[config.mk]
export PLATFORM = sky130hd
export DESIGN_NAME = sva_fail_logger
export DESIGN_NICKNAME = d
export VERILOG_FILES = /design/src/rtl/sva_fail_logger.sv
export SDC_FILE = /design/constraint.sdc
export NUM_CORES = 1
export LEC_CHECK = 0
export ABC_AREA = 0
export BUFFER_PORTS_ARGS = -buffer_cell sky130_fd_sc_hd__buf_2
export CAP_MARGIN = 20
export CORE_MARGIN = 10
export CORE_UTILIZATION = 50
export DETAILED_ROUTE_END_ITERATION = 8
export PLACE_DENSITY = 0.67
export RECOVER_POWER = 100
export SETUP_SLACK_MARGIN = 0.4
export SYNTH_ARGS = -nofsm -noshare
export SYNTH_HDL_FRONTEND = slang
export SYNTH_SLANG_ARGS = --single-unit
[constraint.sdc]
create_clock -name clk -period 5.4 [get_ports clk]
set_input_delay 0.27 -clock clk [delete_from_list [all_inputs] [get_ports clk]]
set_output_delay 0.27 -clock clk [all_outputs]
set_load 0.1 [all_outputs]
[src/rtl/sva_fail_logger.sv]
// sva_fail_logger: queues assertion-failure strobes as timestamped FIFO events
// and keeps saturating per-check failure counters plus sticky any/dropped flags.
module sva_fail_logger #(
  parameter  int NUM_CHK = 4,
  parameter  int DEPTH   = 8,
  parameter  int TS_W    = 16,
  parameter  int CNT_W   = 8,
  localparam int ID_W    = NUM_CHK > 1 ? $clog2(NUM_CHK) : 1,
  localparam int AW      = $clog2(DEPTH)
) (
  input  logic                     clk,
  input  logic                     rst,
  input  logic [NUM_CHK-1:0]       fail_i,
  input  logic                     clr_i,
  output logic                     ev_valid_o,
  input  logic                     ev_ready_i,
  output logic [ID_W-1:0]          ev_id_o,
  output logic [TS_W-1:0]          ev_ts_o,
  output logic [NUM_CHK*CNT_W-1:0] fail_cnt_o,
  output logic                     any_fail_o,
  output logic                     dropped_o
);
  logic [TS_W-1:0]      r_ts;
  logic [NUM_CHK-1:0]   r_pend;
  logic [TS_W-1:0]      r_pts [NUM_CHK];
  logic [CNT_W-1:0]     r_cnt [NUM_CHK];
  logic [ID_W+TS_W-1:0] r_mem [DEPTH];
  logic [AW:0]          r_wr, r_rd;
  logic                 r_any, r_drop;
  logic                 w_empty, w_full, w_pop, w_push, w_hit, w_drop;
  logic [ID_W-1:0]      w_sel;
  logic [NUM_CHK-1:0]   w_take, w_arm;
  assign w_empty = r_wr == r_rd;
  assign w_full  = (r_wr[AW] != r_rd[AW]) && (r_wr[AW-1:0] == r_rd[AW-1:0]);
  assign w_pop   = !w_empty && ev_ready_i;
  assign w_push  = w_hit && (!w_full || w_pop);
  // Lowest pending index wins; a failure on a check not being pushed merges into its pending slot.
  always_comb begin
    w_sel = '0;
    w_hit = 1'b0;
    for (int k = NUM_CHK - 1; k >= 0; k--) begin
      if (r_pend[k]) begin
        w_sel = ID_W'(k);
        w_hit = 1'b1;
      end
    end
    for (int k = 0; k < NUM_CHK; k++) w_take[k] = w_push && (w_sel == ID_W'(k));
    w_arm  = fail_i & ~(r_pend & ~w_take);
    w_drop = |(fail_i & r_pend & ~w_take);
  end
  assign ev_valid_o           = !w_empty;
  assign {ev_id_o, ev_ts_o}   = w_empty ? '0 : r_mem[r_rd[AW-1:0]];
  assign any_fail_o           = r_any;
  assign dropped_o            = r_drop;
  for (genvar g = 0; g < NUM_CHK; g++) begin : g_cnt
    assign fail_cnt_o[g*CNT_W +: CNT_W] = r_cnt[g];
  end
  always_ff @(posedge clk) begin
    if (!rst && !clr_i && w_push) r_mem[r_wr[AW-1:0]] <= {w_sel, r_pts[w_sel]};
  end
  always_ff @(posedge clk or posedge rst) begin
    if (rst) begin
      r_ts   <= '0;
      r_wr   <= '0;
      r_rd   <= '0;
      r_any  <= 1'b0;
      r_drop <= 1'b0;
      r_pend <= '0;
      for (int k = 0; k < NUM_CHK; k++) begin
        r_pts[k] <= '0;
        r_cnt[k] <= '0;
      end
    end else begin
      r_ts <= r_ts + TS_W'(1);
      if (clr_i) begin
        r_wr   <= '0;
        r_rd   <= '0;
        r_any  <= 1'b0;
        r_drop <= 1'b0;
        r_pend <= '0;
        for (int k = 0; k < NUM_CHK; k++) r_cnt[k] <= '0;
      end else begin
        if (w_push) r_wr <= r_wr + (AW+1)'(1);
        if (w_pop) r_rd <= r_rd + (AW+1)'(1);
        if (|fail_i) r_any <= 1'b1;
        if (w_drop) r_drop <= 1'b1;
        r_pend <= (r_pend & ~w_take) | fail_i;
        for (int k = 0; k < NUM_CHK; k++) begin
          if (w_arm[k]) r_pts[k] <= r_ts;
          if (fail_i[k] && r_cnt[k] != '1) r_cnt[k] <= r_cnt[k] + CNT_W'(1);
        end
      end
    end
  end
endmodule

After elaboration in Yosys (flattened, before gate mapping):

Memory sizes are Yosys's and may differ from the RTL's.
Index checks and enable logic that the tools add are counted.

* RAM bits: 144
* output and inout bits: 53
* logic and storage cells: 103
* bits of input ports: 8
* memory bits (read-only): 0
* bits in registers: 126
* bits in latches: 0
* memories kept: 1

* multiplexer cells: 28
* $lt $le $gt $ge: 1
* $mul: 0
* divide/modulo/power cells: 0
* eq/ne operators: 10
* add/subtract/negate cells: 7
* reductions and logical operators: 33
* shifts and indexed selects: 0
* bitwise gates (word level): 9

Memories
* r_mem: words 8, bits a word 18, rd ports 1, clocked after Yosys merged registers in 0, wr ports 1, line 27 `logic [ID_W+TS_W-1:0] r_mem [DEPTH];`

Operators by type and width (count)
* $add 8x1->8 const B: 4
* $bmux 16 s2: 1
* $mux 16: 2
* $mux 32: 1
* $mux 8: 4
* $ne 8x8->1 const B: 4
* $mux 4: 5
* $mux 18: 1
* $add 16x1->16 const B: 1
* $and 4x4->4: 4
* $reduce_bool 2->1: 8
* $logic_and 1x1->1: 13
* $mux 1: 10
* $add 4x1->4 const B: 2
* $mux 2: 4
* $not 4->4: 2
* $reduce_and 2->1: 4
* $reduce_or 4->1: 2
* $eq 2x2->1 const B: 2
* $eq 4x4->1: 1
* $logic_not 1->1: 4
* $or 4x4->4: 1
* $eq 3x3->1: 1
* $ge 3x3->1 const B: 1
* other kinds (6): 6

Logic depth before layout (Yosys ltp):

* word-level depth: 11
* mapped depth: 8
* gate-level depth less buffers: 6

Worst setup path after synthesis:

Ideal clock, no wire load.

* kind: input to register
* from: input rst
* to: memory r_mem[6][0] (netlist name) (enable)
* library setup time: 0.393 ns
* buffers on the path: 0
* path slack: 0.885 ns
* data required time: 5.007 ns
* cell stages on the path: 3
* arrival: 4.123 ns
* cells stage by stage: inv_1 > nand3_1 > nor2_1

* word-level cells in the longest chain between the ends: 5

RTL lines
* from (decl): line 12 `input logic rst,`
* $logic_not 1->1 (no line)
* $logic_and 1x1->1 (2 in a row): line 59 `if (!rst && !clr_i && w_push) r_mem[r_wr[AW-1:0]] <= {w_sel, r_pts[w_sel]};`
* $mux 1: line 59
* $mux 1 (implied by the code): line 59
* to (decl): line 27

No other way between the ends.

Worst setup path in the final report:

* from: register r_rd[1]
* to: register r_pts[8] (netlist name)

* word-level cells in the longest chain between the ends: 11
* elaborated cells on any way between the ends: 14
* classes of those cells: eq/ne (2); bitwise (4); reduce/logical (8)

RTL lines
* from (decl): line 28 `logic [AW:0] r_wr, r_rd;`
* from (signal assigned): line 84 `if (w_pop) r_rd <= r_rd + (AW+1)'(1);`
* $eq 4x4->1 / $eq 3x3->1 (equally long branches): line 33, 34
* $logic_not 1->1 / $logic_and 1x1->1 (equally long branches): line 35, 34
* $logic_and 1x1->1 / $logic_not 1->1 (equally long branches): line 35, 36
* $logic_or 1x1->1 (*): line 36 `assign w_push = w_hit && (!w_full || w_pop);`
* $logic_and 1x1->1 (*): line 36
* $logic_and 1x1->1 (*): line 47 `for (int k = 0; k < NUM_CHK; k++) w_take[k] = w_push && (w_sel == ID_W'(k));`
* $not 4->4 (*): line 48 `w_arm = fail_i & ~(r_pend & ~w_take);`
* $and 4x4->4 (*): line 48
* $not 4->4 (*): line 48
* $and 4x4->4 (*): line 48
* $reduce_and 2->1 (no line) (*)
* to (signal, indexed assignment): line 89 `if (w_arm[k]) r_pts[k] <= r_ts;`
* to (decl): line 25 `logic [TS_W-1:0] r_pts [NUM_CHK];`

Mark *: on every way between the ends. The rest lies on a longest branch, timed or not.
A chain may end at the register's enable or synchronous reset.

==> reports/qor.yml <==
pwr:
  peakVddDrop_mv: 0.204
  power_frac_clock_pct: 37.2
  pwr-share-comb_pct: 20.9
  power_density_nw_per_um2: 424
  power_leakage_nw: 4.69
  fin_total_pwr_mw: 5.43
  p_seq_share_pct: 42.0
  sw_frac_of_total_pct: 30.4
  p_int_mw: 3.78
  p_switching_mw: 1.65
cts:
  cts_tree: "built"
  htreeDepth: 1
  cts.reportedPaths.clkPinSlew_ns: 0.06
  clock_path_buffers: 3
  clk_latency_ns: 0.52
  ctsHoldBuffers: 1
  ctsResizeCount: 0
  root_buffer: "clkbuf_16"
  post_cts_buffers: 0
  cts_num_sinks: 270
  cts_buffers: 28
cells_and_area:
  fin_area_um2: 12800
  area_growth_pct: 12.5
  num_antenna_cells: 0
  layout_commonest_cell: "edfxtp_1"
  final_cell_mix: "144 x edfxtp_1, 125 x dfrtp_1, 74 x clkbuf_1, 70 x nor2_1, 54 x mux2_2"
  drive_above_1_share_pct: 17.9
  finalNetCount: 821
  final_core_util_pct: 56.9
yosys:
  synth_top_cell_by_area: "edfxtp_1"
  synth_top_area_share_pct: 38.0
  avgSynthCellArea_um2: 15.4
  synthMuxAreaShare_pct: 15.6
  synth_top_family_by_area: "multiplexers"
  synth_area_leaders: "edfxtp_1 38%, dfrtp_1 28%, mux4_2 7.1%, mux2_2 5.3%, nor2_1 2.3%"
  synthAdderAreaFrac_pct: 0.770
  syn_nets: 755
  synth_area_um2: 11400
  yosysSeqAreaShare_pct: 65.7
  synth-seq-cells: 270
  yosysUniqueCellTypes: 51
  synth_cells: 740
  synth_compound_area_share_pct: 5.36
  synthXorXnorAreaFrac_pct: 3.20
  synth_warnings: 0
  synthSimpleGateAreaFrac_pct: 7.39
setup_path:
  slowest_delay_ns: 1.64
  cp-end-kind: "flop"
  critPathLaunchType: "flop"
  worstPathBufferInverterCount: 1
  critPathRequiredTime_ns: 5.80
  crit_type: "reg2reg"
  worst-path-max-fanout: 40
  critPathArrivalTime_ns: 4.33
  path_delay_family: "compound AO/OA/AOI/OAI gates"
  path_cells: "buf_4 -> xor2_1 -> nor3_1 -> a21oi_1 -> a31oi_1 -> mux2_2"
  crit_slowest_cell: "a31oi_1"
sta:
  setup_viol: 0
  holdWs_ns: 0.0881
  fmax_ghz: 0.254
  layout_min_cycle_time_ns: 3.93
  hold_violations: 0
  slew_viol_final: 144
  fin_crit_sh_pct: 72.9
  fin_worst_skew_ns: 0.00845
  setup_tns_ns: 0
  rsz0062_at_grt: "false"
  relSlewSlack_pct: -53.6
  tightest_slew_ns: 2.30
die:
  die_width_um: 171
  core_region_area_um2: 22500
  die_area_um2: 29200
  io_pins: 61
  fp.dieH_um: 171
  placement_rows: 55
  initial_core_util_pct: 50.6
global_routing:
  grt_max_degree: 74
  track_usage_pct: 15.8
  grt-ovfl-total: 0
  grt_pass1_vias: 6741
  grt_pass1_wl_um: 36900
  antenna_found_initial: 0
route:
  vias: 6466
  drtAntennaViolNets: 0
  wirelength_um: 22900
  wl_per_cell_um: 20.6
  viasPerCell: 5.81
  dr.first_iter.drc_count: 426
  first_pass_iters: 4
  drt_drc_violations_left: 0
run:
  drv_cap: 3
placed_design:
  io_buffers: 60
  finalWeightedCongestion: 0.831
  dpl.hpwl_um: 14300
  post_dp_cell_area_um2: 12000
min_path:
  hold_class: "in2reg"
outcome:
  status: "finished, violations left"
  violations: "max-capacitance violations, max-slew violations"
-- layout make-up --
type | count | area [um2]
Tap cell | 285 | 357
Timing Repair Buffer | 77 | 322
Fill cell | 1764 | 9700
Clock inverter | 13 | 216
Sequential cell | 270 | 7480
Clock buffer | 38 | 769
Inverter | 9 | 36.3
Multi-Input combinational cell | 420 | 3630
-- flip-flops by register name (all words and copies together) (netlist names) --
| register | cells |
|---|---|
| fail_cnt_o | 32 |
| r_wr | 4 |
| dropped_o | 1 |
| any_fail_o | 1 |
| r_rd | 4 |
| r_ts | 16 |
| r_pts | 64 |
| r_pend | 4 |
| r_mem | 144 |
-- metrics by stage --
stage | setup slack, ns | cells
2_1_floorplan | 0.885 | 740
3_5_place_dp | 2.06 | 1059
5_1_grt | 1.14 | 1112
3_3_place_gp | 2.18 | 1057
4_1_cts | 2.05 | 1111
6_report | 1.47 | 1112
-- worst paths after layout --
kind                           start             to  slack (ns)  cells past startpoint
max in group asynchronous        rst        r_rd[0]        2.59                      4
hold reg to reg            r_pts[54]      r_pts[54]        0.49                      1
setup / recovery             r_rd[1]       r_pts[8]        1.47                      6
hold / removal             fail_i[1]      r_pend[1]        0.09                      3
setup reg to reg             r_rd[1]       r_pts[8]        1.47                      6
min in group asynchronous        rst  fail_cnt_o[1]        0.53                      3
-- layer usage --
metal  track usage (%)  up-vias  share of wire [%]
li1                  -     2947                  -
met1              20.6     3368                 44
met2              27.1      123                 51
met3              2.42       28                3.6
met4              3.93        0                1.4
met5                 0        -                  0
-- logic make-up (layout without fill, tap and decap cells) --
group,count (synthesis),count (layout)
compound gates,77,77
fa+ha+maj,7,7
mux,124,124
flops,270,270
simple gates,173,173
buf+inv,50,137
xor+xnor,39,39
-- Yosys cell counts, drive strengths merged --
| library cell | count |
|---|---|
| nand4 | 15 |
| clkbuf | 22 |
| dfrtp | 126 |
| mux2i | 24 |
| and2 | 4 |
| and3 | 5 |
| or3 | 6 |
| a21oi | 18 |
| nor2b | 3 |
| ha | 7 |
| buf | 19 |
| or4 | 1 |
| a222oi | 1 |
| a221o | 16 |
| xnor2 | 22 |
| xor2 | 17 |
| or2 | 2 |
| nor3 | 11 |
| nand3 | 20 |
| nor3b | 1 |
| a211oi | 3 |
| nor4 | 3 |
| o211ai | 1 |
| a41oi | 3 |
| nand3b | 1 |
| a22o | 16 |
| nor4b | 1 |
| o211a | 1 |
| nand2b | 4 |
| nor2 | 70 |
| nand2 | 22 |
| inv | 9 |
| mux2 | 64 |
| and4 | 4 |
| o21a | 1 |
| mux4 | 36 |
| a31oi | 5 |
| edfxtp | 144 |
| o21ai | 11 |
| a311oi | 1 |
-- power groups by stage --
stage	clock (mW)	combinational, mW	sequential, mW
after floorplan	0	0.939	2.36
after detailed placement	0	1.19	2.32
after global placement	0	1.17	2.31
after CTS	2.06	1.19	2.28
final	2.02	1.13	2.28
after global routing	2.14	1.21	2.29
-- worst register-to-register path: cells and delay by family (launching register included) --
kind,cells,cell delay [ns]
buffers and inverters,1,0.47
and+or+nand+nor,1,0.52
DFF,1,0.32
muxes,1,0.46
xor gates and xnor gates,1,0.20
AOI/OAI and AO/OA,2,1.85
No activity file was read; power rests on OpenSTA's default activity.
